### config.mk
export PLATFORM = sky130hd
export DESIGN_NAME = svc_rv_io_uart_tx
export DESIGN_NICKNAME = d
export VERILOG_FILES = /design/src/rtl/svc_rv_io_uart_tx.sv
export SDC_FILE = /design/constraint.sdc
export NUM_CORES = 1
export LEC_CHECK = 0
export ABC_AREA = 1
export CAP_MARGIN = 20
export CORE_ASPECT_RATIO = 0.6
export CORE_UTILIZATION = 50
export CTS_BUF_LIST = sky130_fd_sc_hd__clkbuf_8
export CTS_CLUSTER_DIAMETER = 100
export DETAILED_ROUTE_END_ITERATION = 16
export PLACE_DENSITY = 0.86
export REMOVE_ABC_BUFFERS = 1
export SLEW_MARGIN = 20
export SYNTH_ARGS = -nofsm -noshare
export SYNTH_HDL_FRONTEND = slang
export SYNTH_SLANG_ARGS = --single-unit
### constraint.sdc
create_clock -name clk -period 4.86 [get_ports clk]
set_input_delay 1.215 -clock clk [delete_from_list [all_inputs] [get_ports clk]]
set_output_delay 1.215 -clock clk [all_outputs]
set_load 0.05 [all_outputs]
### src/rtl/svc_rv_io_uart_tx.sv
// svc_rv_io_uart_tx: MMIO UART transmitter on the SoC io_* responder bus.
// Bytes written to DATA go through a TX FIFO and are sent as 8N1 frames on txd.
// Register words (addr[3:2]): 0 DATA, 1 STATUS, 2 DIV, 3 reserved.
module svc_rv_io_uart_tx #(
  parameter int          FIFO_DEPTH = 8,
  parameter logic [15:0] DIV_RESET  = 16'd867
) (
  input  logic        clk,
  input  logic        rst_n,
  input  logic        io_ren,
  input  logic [31:0] io_raddr,
  output logic [31:0] io_rdata,
  input  logic        io_wen,
  input  logic [31:0] io_waddr,
  input  logic [31:0] io_wdata,
  input  logic [3:0]  io_wstrb,
  output logic        txd,
  output logic        irq
);
  localparam int AW = $clog2(FIFO_DEPTH);
  localparam int CW = AW + 1;

  typedef enum logic [1:0] {S_IDLE, S_START, S_DATA, S_STOP} state_t;

  state_t          state, state_nxt;
  logic [7:0]      mem [FIFO_DEPTH];
  logic [AW-1:0]   wr_ptr, rd_ptr;
  logic [CW-1:0]   fifo_cnt;
  logic            fifo_full, fifo_empty;
  logic            wr_data, wr_stat, wr_div;
  logic            push, pop;
  logic [15:0]     div, div_lat, cnt;
  logic [7:0]      shreg;
  logic [2:0]      bit_idx;
  logic            ovf;
  logic [7:0]      cnt8;
  logic [31:0]     status, rd_mux;
  logic            unused;

  // Only addr[3:2], wdata[15:0] and wstrb[1:0] carry meaning here.
  assign unused = &{1'b0, io_raddr[31:4], io_raddr[1:0], io_waddr[31:4],
                    io_waddr[1:0], io_wdata[31:16], io_wstrb[3:2]};

  assign wr_data = io_wen && (io_waddr[3:2] == 2'd0) && io_wstrb[0];
  assign wr_stat = io_wen && (io_waddr[3:2] == 2'd1) && io_wstrb[0] && io_wdata[3];
  assign wr_div  = io_wen && (io_waddr[3:2] == 2'd2);

  assign fifo_full  = (fifo_cnt == CW'(FIFO_DEPTH));
  assign fifo_empty = (fifo_cnt == '0);
  // A full FIFO still accepts a byte when the serializer frees a slot this cycle.
  assign push       = wr_data && (!fifo_full || pop);

  // FIFO storage; contents need no reset since pointers define validity.
  always_ff @(posedge clk) begin
    if (push) mem[wr_ptr] <= io_wdata[7:0];
  end

  // FIFO pointers and occupancy.
  always_ff @(posedge clk or negedge rst_n) begin
    if (!rst_n) begin
      wr_ptr   <= '0;
      rd_ptr   <= '0;
      fifo_cnt <= '0;
    end else begin
      if (push) wr_ptr <= wr_ptr + AW'(1);
      if (pop)  rd_ptr <= rd_ptr + AW'(1);
      case ({push, pop})
        2'b10:   fifo_cnt <= fifo_cnt + CW'(1);
        2'b01:   fifo_cnt <= fifo_cnt - CW'(1);
        default: fifo_cnt <= fifo_cnt;
      endcase
    end
  end

  // Serializer state register.
  always_ff @(posedge clk or negedge rst_n) begin
    if (!rst_n) state <= S_IDLE;
    else        state <= state_nxt;
  end

  // Next state and pop; STOP chains straight into START when data is waiting.
  always_comb begin
    state_nxt = state;
    pop       = 1'b0;
    case (state)
      S_IDLE:  if (!fifo_empty) begin
                 pop       = 1'b1;
                 state_nxt = S_START;
               end
      S_START: if (cnt == '0) state_nxt = S_DATA;
      S_DATA:  if (cnt == '0 && bit_idx == 3'd7) state_nxt = S_STOP;
      S_STOP:  if (cnt == '0) begin
                 if (!fifo_empty) begin
                   pop       = 1'b1;
                   state_nxt = S_START;
                 end else begin
                   state_nxt = S_IDLE;
                 end
               end
      default: state_nxt = S_IDLE;
    endcase
  end

  // Bit timer and shifter; DIV is sampled once per frame at pop.
  always_ff @(posedge clk or negedge rst_n) begin
    if (!rst_n) begin
      shreg   <= '0;
      div_lat <= '0;
      cnt     <= '0;
      bit_idx <= '0;
    end else if (pop) begin
      shreg   <= mem[rd_ptr];
      div_lat <= div;
      cnt     <= div;
      bit_idx <= '0;
    end else if (state != S_IDLE) begin
      if (cnt == '0) begin
        cnt <= div_lat;
        if (state == S_DATA) begin
          shreg   <= shreg >> 1;
          bit_idx <= bit_idx + 3'd1;
        end
      end else begin
        cnt <= cnt - 16'd1;
      end
    end
  end

  // Decoded from state so reset drives txd high without a clock.
  assign txd = (state == S_START) ? 1'b0 :
               (state == S_DATA)  ? shreg[0] : 1'b1;
  assign irq = fifo_empty && (state == S_IDLE);

  // DIV byte lanes and sticky overflow flag.
  always_ff @(posedge clk or negedge rst_n) begin
    if (!rst_n) begin
      div <= DIV_RESET;
      ovf <= 1'b0;
    end else begin
      if (wr_div && io_wstrb[0]) div[7:0]  <= io_wdata[7:0];
      if (wr_div && io_wstrb[1]) div[15:8] <= io_wdata[15:8];
      if (wr_data && fifo_full && !pop) ovf <= 1'b1;
      else if (wr_stat)                 ovf <= 1'b0;
    end
  end

  assign cnt8   = 8'(fifo_cnt);
  assign status = {16'b0, cnt8, 4'b0, ovf, fifo_empty, fifo_full, state != S_IDLE};

  // Read mux over pre-write register values.
  always_comb begin
    rd_mux = '0;
    case (io_raddr[3:2])
      2'd1:    rd_mux = status;
      2'd2:    rd_mux = {16'b0, div};
      default: rd_mux = '0;
    endcase
  end

  // Registered read data, held between reads.
  always_ff @(posedge clk or negedge rst_n) begin
    if (!rst_n)      io_rdata <= '0;
    else if (io_ren) io_rdata <= rd_mux;
  end
endmodule

== Yosys cells after proc, flatten, opt, wreduce, memory -nomap -nowiden ==
Memories as Yosys holds them, arrays and structs flattened.
Cells that the tools add are included.

* Reductions and logical operators: 28
* Equal/unequal tests: 15
* Add/subtract/negate cells: 6
* Muxes and demuxes: 28

{| class="wikitable"
|+ Operator list
! cell !! number
|-
| 2-to-1 mux 16 bit || 3
|-
| 2-to-1 mux 8 bit || 4
|-
| case mux 16 bit (2 select lines) || 1
|-
| logical NOT 16 bit || 1
|-
| subtractor 16 x 1 -> 16 bit, second input constant || 1
|-
| logical AND 1 bit || 13
|-
| 2-to-1 mux 3 bit || 4
|-
| nonzero test 2 bit || 6
|-
| equality test 2 bit, second input constant || 5
|-
| adder 3 x 1 -> 3 bit, second input constant || 3
|-
| 2-to-1 mux 1 bit || 9
|-
| equality test 2 x 1 -> 1 bit, second input constant || 4
|-
| 2-to-1 mux 2 bit || 4
|-
| inequality test 2 bit, second input constant || 4
|-
| case mux 2 bit (4 select lines) || 1
|-
| case mux 4 bit (2 select lines) || 1
|-
| adder 4 x 1 -> 4 bit, second input constant || 1
|-
| equality test 4 bit, second input constant || 1
|-
| logical NOT 2 bit || 2
|-
| logical NOT 4 bit || 1
|-
| AND reduction 4 bit || 1
|-
| subtractor 4 x 1 -> 4 bit, second input constant || 1
|-
| equality test 3 bit, second input constant || 1
|-
| AND reduction 3 bit || 1
|-
| other kinds (3) || 4
|}

* Bits of input ports: 104
* Register bits: 104
* Memories: 1
* Logic and storage cells: 90
* Output and inout port bits: 34
* RAM bits: 64

{| class="wikitable"
|+ Memories
! memory !! depth !! width !! read ports !! clocked after memory_dff !! wr ports !! RTL line !! RTL
|-
| mem || 8 || 8 || 1 || 0 || 1 || 26 || <nowiki>logic [7:0] mem [FIFO_DEPTH];</nowiki>
|}

== Longest topological paths before layout ==
Gate-level depths: netlist of the first run.

* Depth after elaboration: 8
* Mapped depth: 19
* Depth with buffers taken out: 19

== Worst setup path before layout of the first run ==
No wires, ideal clock.

* Path type: in2reg
* Start point: input io_waddr[3]
* End point: register fifo_cnt[2]
* Data required time: 4.731 ns
* Library setup time: 0.129 ns
* Path buffers: 0
* Cell stages on the path: 10
* Path slack: 2.022 ns
* Arrival: 2.708 ns
* Path through: nand3b_1 nor2_1 nand2_2 ha_1 nor2_1 nor2_1 ha_1 a21oi_1 xor2_1 o21ai_0

* Longest elaborated chain between the ends: 6
* Elaborated cells between the ends (all ways): 8
* Classes of those cells: eq/ne (2); mux (1); reduce/logical (5)

{| class="wikitable"
|+ RTL lines
! what !! RTL line !! RTL
|-
| from (decl) || 14 || <nowiki>input logic [31:0] io_waddr,</nowiki>
|-
| logical NOT 2 bit (*) || 44 || <nowiki>assign wr_data = io_wen && (io_waddr[3:2] == 2'd0) && io_wstrb[0];</nowiki>
|-
| logical AND 1 bit (*) (2 in series) || 44 ||
|-
| logical AND 1 bit (*) || 51 || <nowiki>assign push = wr_data && (!fifo_full || pop);</nowiki>
|-
| equality test 2 x 1 -> 1 bit or equality test 2 bit (tied branches) || 67 || <nowiki>case ({push, pop})</nowiki>
|-
| case mux 4 bit (2 select lines) or nonzero test 2 bit (tied branches) || -- ||
|-
| to (signal assigned) || 68 || <nowiki>2'b10: fifo_cnt <= fifo_cnt + CW'(1);</nowiki>
|-
| to (signal assigned) || 69 || <nowiki>2'b01: fifo_cnt <= fifo_cnt - CW'(1);</nowiki>
|-
| to (signal assigned) || 70 || <nowiki>default: fifo_cnt <= fifo_cnt;</nowiki>
|-
| to (decl) || 28 || <nowiki>logic [CW-1:0] fifo_cnt;</nowiki>
|}

Mark *: on every way between the ends. The rest lies on a longest branch, timed or not.
A chain may end at the register's enable or synchronous reset.

== Worst setup path after layout of the first run ==
* Start point: register fifo_cnt[0]
* End point: register fifo_cnt[3]

* Longest elaborated chain between the ends: 8
* Elaborated cells between the ends (all ways): 14
* Classes of those cells: add/sub (2); eq/ne (3); mux (4); reduce/logical (5)

{| class="wikitable"
|+ RTL lines
! what !! RTL line !! RTL
|-
| logical NOT 4 bit || 49 || <nowiki>assign fifo_empty = (fifo_cnt == '0);</nowiki>
|-
| 2-to-1 mux 1 bit || 86, 93 ||
|-
| 2-to-1 mux 1 bit || 92 || <nowiki>S_STOP: if (cnt == '0) begin</nowiki>
|-
| case mux 1 bit (2 select lines) || 85 || <nowiki>case (state)</nowiki>
|-
| logical OR 1 bit || 51 ||
|-
| logical AND 1 bit || 51 ||
|-
| equality test 2 x 1 -> 1 bit or equality test 2 bit (tied branches) || 67 ||
|-
| case mux 4 bit (2 select lines) or nonzero test 2 bit (tied branches) || -- ||
|}

Several ways; a longest one is shown, not always the timed one.

==> results.py, run 1 <==
metrics = {
    "status": {
        "status": "completed",
    },
    "pwr": {
        "leakage_nw": 3.48,
        "p_int_mw": 2.27,
        "ir_worst_vdd_uv": 207,
        "powerDensity_mw_per_mm2": 412,
        "p_clk_frac": 0.326,
        "switching_share": 0.323,
        "p_sw_mw": 1.08,
        "pwr-share-seq": 0.488,
        "p_comb_frac": 0.186,
    },
    "layout": {
        "syn2layout_area_growth_pct": 12.6,
        "n_antenna_cell": 0,
        "final_common_cell": "nand2_1",
        "final_layout_size_suffix_gt1_frac": 0.0654,
        "finalNetCount": 948,
        "num-fill-cells": 1152,
        "final_cell_mix": "161 x nand2_1, 114 x nand3_1, 85 x nor2_1",
    },
    "routing": {
        "drt_iter0_markers": 603,
        "finalWirelength_um": 17000,
        "via_per_inst": 5.56,
        "wl_per_cell_um": 16.4,
        "drc": 0,
        "vias": 5741,
        "final_antenna_net_count": 0,
        "dr.pass1.iters": 5,
    },
    "clock_network": {
        "clk-insertion-delay-late_ns": 0.46,
        "cts_tree": "yes",
        "htree_levels": 4,
        "post_cts_buffers": 0,
        "numCtsBuffers": 17,
        "cts-root-buf": "clkbuf_8",
        "clock_sinks": 152,
        "hold_buffers": 0,
        "cts.clk_slew.worst_paths_ns": 0.09,
        "cts.path.max_buffers": 2,
        "ctsResizeCount": 0,
    },
    "timing": {
        "fin_skew_ns": 0.0112,
        "holdWs_ns": 0.489,
        "relSlewSlack": 0.323,
        "clock.fmax_ghz": 0.262,
        "rsz0062_at_grt": "no",
        "fin_crit_sh": 0.785,
        "worst_pin_slew_ns": 1.01,
        "fin_ws_ns": 1.04,
        "slew_violations": 0,
        "setup_viol": 0,
        "setup-tns-final_ns": 0,
        "period_needed_ns": 3.82,
        "hold_violations": 0,
    },
    "yosys": {
        "syn_area_sq_mm": 0.00723,
        "synth.avg_cell_area_sq_um": 9.12,
        "yosys_warnings": 0,
        "ys.flop_type": "dfrtp_1",
        "ys_seq_area_frac": 0.571,
        "netlist.area_leader.share": 0.284,
        "synthArstFlopShare": 0.579,
        "syn_inst": 793,
        "synth_area_leaders": "dfrtp_1 28%, edfxtp_1 27%, nand2_1 8.4%, nand3_1 7.9%, nor2_1 4.4%",
        "synth-edff-count": 64,
        "ys_ff_latch": 152,
        "synthDistinctLibCells": 36,
        "yosysTopAreaCell": "dfrtp_1",
    },
    "grt": {
        "grt_pass1_wl_um": 27800,
        "grt_usage": 0.248,
        "overflow": 0,
        "grt_max_degree": 68,
        "first_global_vias": 5314,
        "antenna_found_initial": 0,
    },
    "place": {
        "gp_congestion": 0.834,
        "place_hpwl_um": 11300,
        "numPortBuffers": 43,
        "dp_slack_ns": 1.27,
    },
    "hold_path": {
        "hold_depth": 2,
        "hold_start": "div_lat[1]",
        "holdPathEnd": "div_lat[1]",
        "holdCritPathClass": "flop to flop",
    },
    "floorplan": {
        "die_area_sq_mm": 0.0150,
        "die_h_um": 95.2,
        "start_util": 0.521,
        "rows": 33,
        "design.core.area_sq_mm": 0.0139,
        "die_w_um": 157,
        "io_pins": 138,
    },
    "worst_setup_path": {
        "critical_path_class": "flop to flop",
        "required_ns": 5.21,
        "r2r_slack_ns": 1.04,
        "crit_path_start_kind": "flop",
        "r2r_cells": 16,
        "r2r-start": "fifo_cnt[0]",
        "worst-path-max-fanout": 67,
        "cp-end-kind": "flop",
        "r2r-end": "fifo_cnt[3]",
        "arrival_ns": 4.16,
    },
    "job": {
        "drv_cap": 0,
    },
}
[cell families (layout without fill, tap and decap cells)]
| group | count (synthesis) | in the layout | synth area share |
|---|---|---|---|
| other cells | 1 | 16 | 0.000518 |
| buf+inv | 124 | 157 | 0.0804 |
| compound gates | 113 | 113 | 0.0854 |
| xor+xnor | 9 | 9 | 0.0109 |
| flops | 152 | 152 | 0.571 |
| mux | 1 | 1 | 0.00156 |
| simple gates | 377 | 377 | 0.222 |
| fa+ha+maj | 16 | 16 | 0.0277 |
[layer usage]
layer | track usage | vias to the layer above | routed length [um]
met5 | 0 | - | 0
li1 | - | 2687 | -
met1 | 0.384 | 2683 | 8040
met2 | 0.337 | 341 | 6970
met3 | 0.0650 | 30 | 1780
met4 | 0.0752 | 0 | 189
[flip-flops by register name, summed over array words and instances, names as in the netlist]
| register | flops |
|---|---|
| io_rdata | 16 |
| mem | 64 |
| shreg | 8 |
| fifo_cnt | 4 |
| wr_ptr | 3 |
| div_lat | 16 |
| bit_idx | 3 |
| ovf | 1 |
| rd_ptr | 3 |
| cnt | 16 |
| state | 2 |
| div | 16 |
[synthesized netlist by cell type (all sizes together), types with 2 or more instances]
cell type    n
ha          16
o22ai       28
clkinv       2
nor2        87
o21ai       57
edfxtp      64
buf         30
nand2      164
nor3         2
inv         76
dfstp        6
nand3      114
a22o         2
xor2         8
nand4        6
dfrtp       82
o21bai       2
a21oi       22
or2          2
clkbuf      16
[how the worst max path moves through the flow]
stage	start	endpoint	slack, ns	depth (start not counted)
after floorplan	state[0]	fifo_cnt[2]	1.58	14
after global placement	io_wstrb[0]	fifo_cnt[2]	1.37	11
after detailed placement	io_wstrb[0]	fifo_cnt[2]	1.27	12
after CTS	fifo_cnt[0]	fifo_cnt[3]	1.18	16
after global routing	fifo_cnt[0]	fifo_cnt[3]	0.78	18
final	fifo_cnt[0]	fifo_cnt[3]	1.04	16
[stage by stage]
step	cell area, sq um	utilization	cells	power [mW]
3_3_place_gp	7700	0.555	1001	2.22
2_1_floorplan	7000	-	762	2.05
4_1_cts	8150	0.587	1033	3.34
5_1_grt	8150	0.587	1033	3.51
3_5_place_dp	7700	0.555	1001	2.26
6_report	8150	0.587	1033	3.36
[worst max-delay path, cell delays in order, from the launching register on]
cell,delay (ns)
dfrtp_1,0.45
nor2_1,0.43
a21oi_1,0.22
nand3_1,0.11
nand2_1,0.06
nand2_2,0.05
buf_4,0.55
inv_2,0.46
ha_1,0.41
nand2_1,0.11
inv_1,0.06
o21ai_0,0.14
nand2_1,0.12
a21oi_1,0.21
o21ai_0,0.16
nand2_1,0.10
nand2_1,0.06
[power by group through the flow]
stage / clock [mW] / sequential, mW / combinational, mW
after global placement: 0 / 1.65 / 0.578
final: 1.09 / 1.64 / 0.625
after floorplan: 0 / 1.65 / 0.393
after global routing: 1.16 / 1.65 / 0.702
after CTS: 1.09 / 1.63 / 0.616
after detailed placement: 0 / 1.65 / 0.608
[area by class of cell]
class                      instances  area (sq um)  share of cell area
timing repair buffer              47           458              0.0562
clock buffer                      17           234              0.0287
multi-input combinational        532          2580               0.316
tap                              192           240              0.0295
inverter                          78           293              0.0359
sequential                       152          4130               0.507
clock inverter                    15           213              0.0261
No activity file was read; power rests on OpenSTA's default activity.
==> inputs of run 2 (changes only) <==
==> constraint.sdc (replaced) <==
create_clock -name clk -period 3.72 [get_ports clk]
set_input_delay 0.93 -clock clk [delete_from_list [all_inputs] [get_ports clk]]
set_output_delay 0.93 -clock clk [all_outputs]
set_load 0.05 [all_outputs]
==> run 2 against run 1 <==
Clock power rose by 29%. Critical path depth fell by 10. Sequential share of layout area fell by 0.59 points. Sequential power rose by 32%. Global-route usage barely moved. Die area did not move. Critical endpoint is now txd. Worst setup slack got worse by 0.64 ns. Register-to-register slack got worse by 0.39 ns. Power rose by 33%. Clock skew barely moved. Core utilization rose by 0.69 points.
==> results.py, run 2 (synthesis results as in run 1) <==
metrics = {
    "timing": {
        "period_needed_ns": 3.31,
        "clock.fmax_ghz": 0.302,
        "setup_viol": 0,
        "relSlewSlack": 0.516,
        "setup-tns-final_ns": 0,
        "fin_crit_sh": 0.891,
        "hold_violations": 0,
        "fin_skew_ns": 0.0112,
        "rsz0062_at_grt": "no",
        "worst_pin_slew_ns": 0.723,
        "slew_violations": 0,
    },
    "status": {
        "status": "completed",
    },
    "pwr": {
        "p_int_mw": 3.01,
        "leakage_nw": 3.56,
        "switching_share": 0.323,
        "powerDensity_mw_per_mm2": 540,
        "fin_total_pwr_mw": 4.45,
        "p_clk_frac": 0.317,
        "p_comb_frac": 0.197,
        "p_sw_mw": 1.44,
        "pwr-share-seq": 0.486,
        "ir_worst_vdd_uv": 257,
    },
    "clock_network": {
        "cts_tree": "yes",
        "ctsResizeCount": 0,
        "numCtsBuffers": 17,
        "post_cts_buffers": 0,
        "htree_levels": 4,
        "cts.clk_slew.worst_paths_ns": 0.09,
        "cts.path.max_buffers": 2,
        "hold_buffers": 0,
        "clk-insertion-delay-late_ns": 0.46,
        "clock_sinks": 152,
        "cts-root-buf": "clkbuf_8",
    },
    "routing": {
        "vias": 5793,
        "finalWirelength_um": 17300,
        "drc": 0,
        "via_per_inst": 5.54,
        "wl_per_cell_um": 16.5,
        "drt_iter0_markers": 746,
        "final_antenna_net_count": 0,
        "dr.pass1.iters": 5,
    },
    "grt": {
        "antenna_found_initial": 0,
        "overflow": 0,
        "first_global_vias": 5474,
        "grt_pass1_wl_um": 27800,
        "grt_util_met1": 0.357,
        "grt_usage": 0.248,
        "grt_max_degree": 65,
        "use_met3": 0.0714,
        "gr-max-usage-layer": "met2",
        "grt_use_met2": 0.364,
    },
    "job": {
        "drv_cap": 0,
    },
    "layout": {
        "largest_reg_flops": 64,
        "largest-register": "mem",
        "finalNetCount": 961,
        "n_antenna_cell": 0,
        "final_layout_size_suffix_gt1_frac": 0.0785,
        "final_common_cell": "nand2_1",
        "final_core_util": 0.594,
        "final_cell_mix": "161 x nand2_1, 114 x nand3_1, 85 x nor2_1",
        "syn2layout_area_growth_pct": 13.9,
    },
    "floorplan": {
        "die_w_um": 157,
        "rows": 33,
        "die_area_sq_mm": 0.0150,
        "die_h_um": 95.2,
        "design.core.area_sq_mm": 0.0139,
        "io_pins": 138,
        "start_util": 0.521,
    },
    "place": {
        "numPortBuffers": 43,
        "place_hpwl_um": 11600,
        "gp_congestion": 0.884,
    },
    "worst_setup_path": {
        "r2r-end": "fifo_cnt[3]",
        "cp-end-kind": "output pin",
        "crit_path_start_kind": "flop",
        "arrival_ns": 2.38,
        "r2r_slack_ns": 0.65,
        "required_ns": 2.79,
        "r2r_cells": 17,
        "worst-path-max-fanout": 4,
        "critical_path_class": "flop to output pin",
        "r2r-start": "cnt[7]",
    },
    "hold_path": {
        "holdCritPathClass": "primary input to async pin",
    },
}
==> run 2: critical path, stage by stage, from the launching register on <==
cell             delay [ns]
dfrtp_1                0.40
inv_1                  0.12
ha_1                   0.23
inv_1                  0.10
nor2_1                 0.06
nor2_1                 0.17
clkdlybuf4s50_1        0.84
==> run 2: worst max-delay path by stage <==
stage,to,startpoint,cells past startpoint,slack [ns]
6_report,txd,state[0],6,0.41
5_1_grt,txd,state[0],6,0.33
4_1_cts,txd,state[0],6,0.42
3_5_place_dp,fifo_cnt[3],io_wstrb[0],13,0.44
3_3_place_gp,fifo_cnt[2],io_wstrb[0],11,0.52
2_1_floorplan,fifo_cnt[2],state[0],14,0.44
==> run 2: power by group through the flow <==
stage	combinational, mW	sequential (mW)	clock [mW]
finish	0.877	2.16	1.41
global route	0.986	2.19	1.48
CTS	0.866	2.15	1.42
detailed placement	0.854	2.18	0
global placement	0.799	2.17	0
floorplan	0.548	2.18	0
==> run 2: stage by stage <==
stage	setup WS, ns	std cells	hold WS, ns	cell area [sq um]
final	0.407	1046	0.443	8240
after global routing	0.329	1046	0.461	8240
after CTS	0.417	1046	0.457	8240
after detailed placement	0.444	1014	0.459	7800
after global placement	0.524	1014	0.454	7800
after floorplan	0.438	762	0.442	7000
==> run 2: per-layer routing <==
layer,up-vias,part of all wire
met3,35,0.10
met2,294,0.41
met4,2,0.014
li1,2707,-
met1,2755,0.47
met5,-,0.0029
==> run 2: layout make-up <==
class / count / area [sq um]
clock buffers: 18 / 248
clock inverters: 14 / 198
fillers: 1155 / 5630
inverters: 78 / 293
multi-input cells: 532 / 2580
flip-flops and latches: 152 / 4130
well taps: 192 / 240
repair buffers: 60 / 556
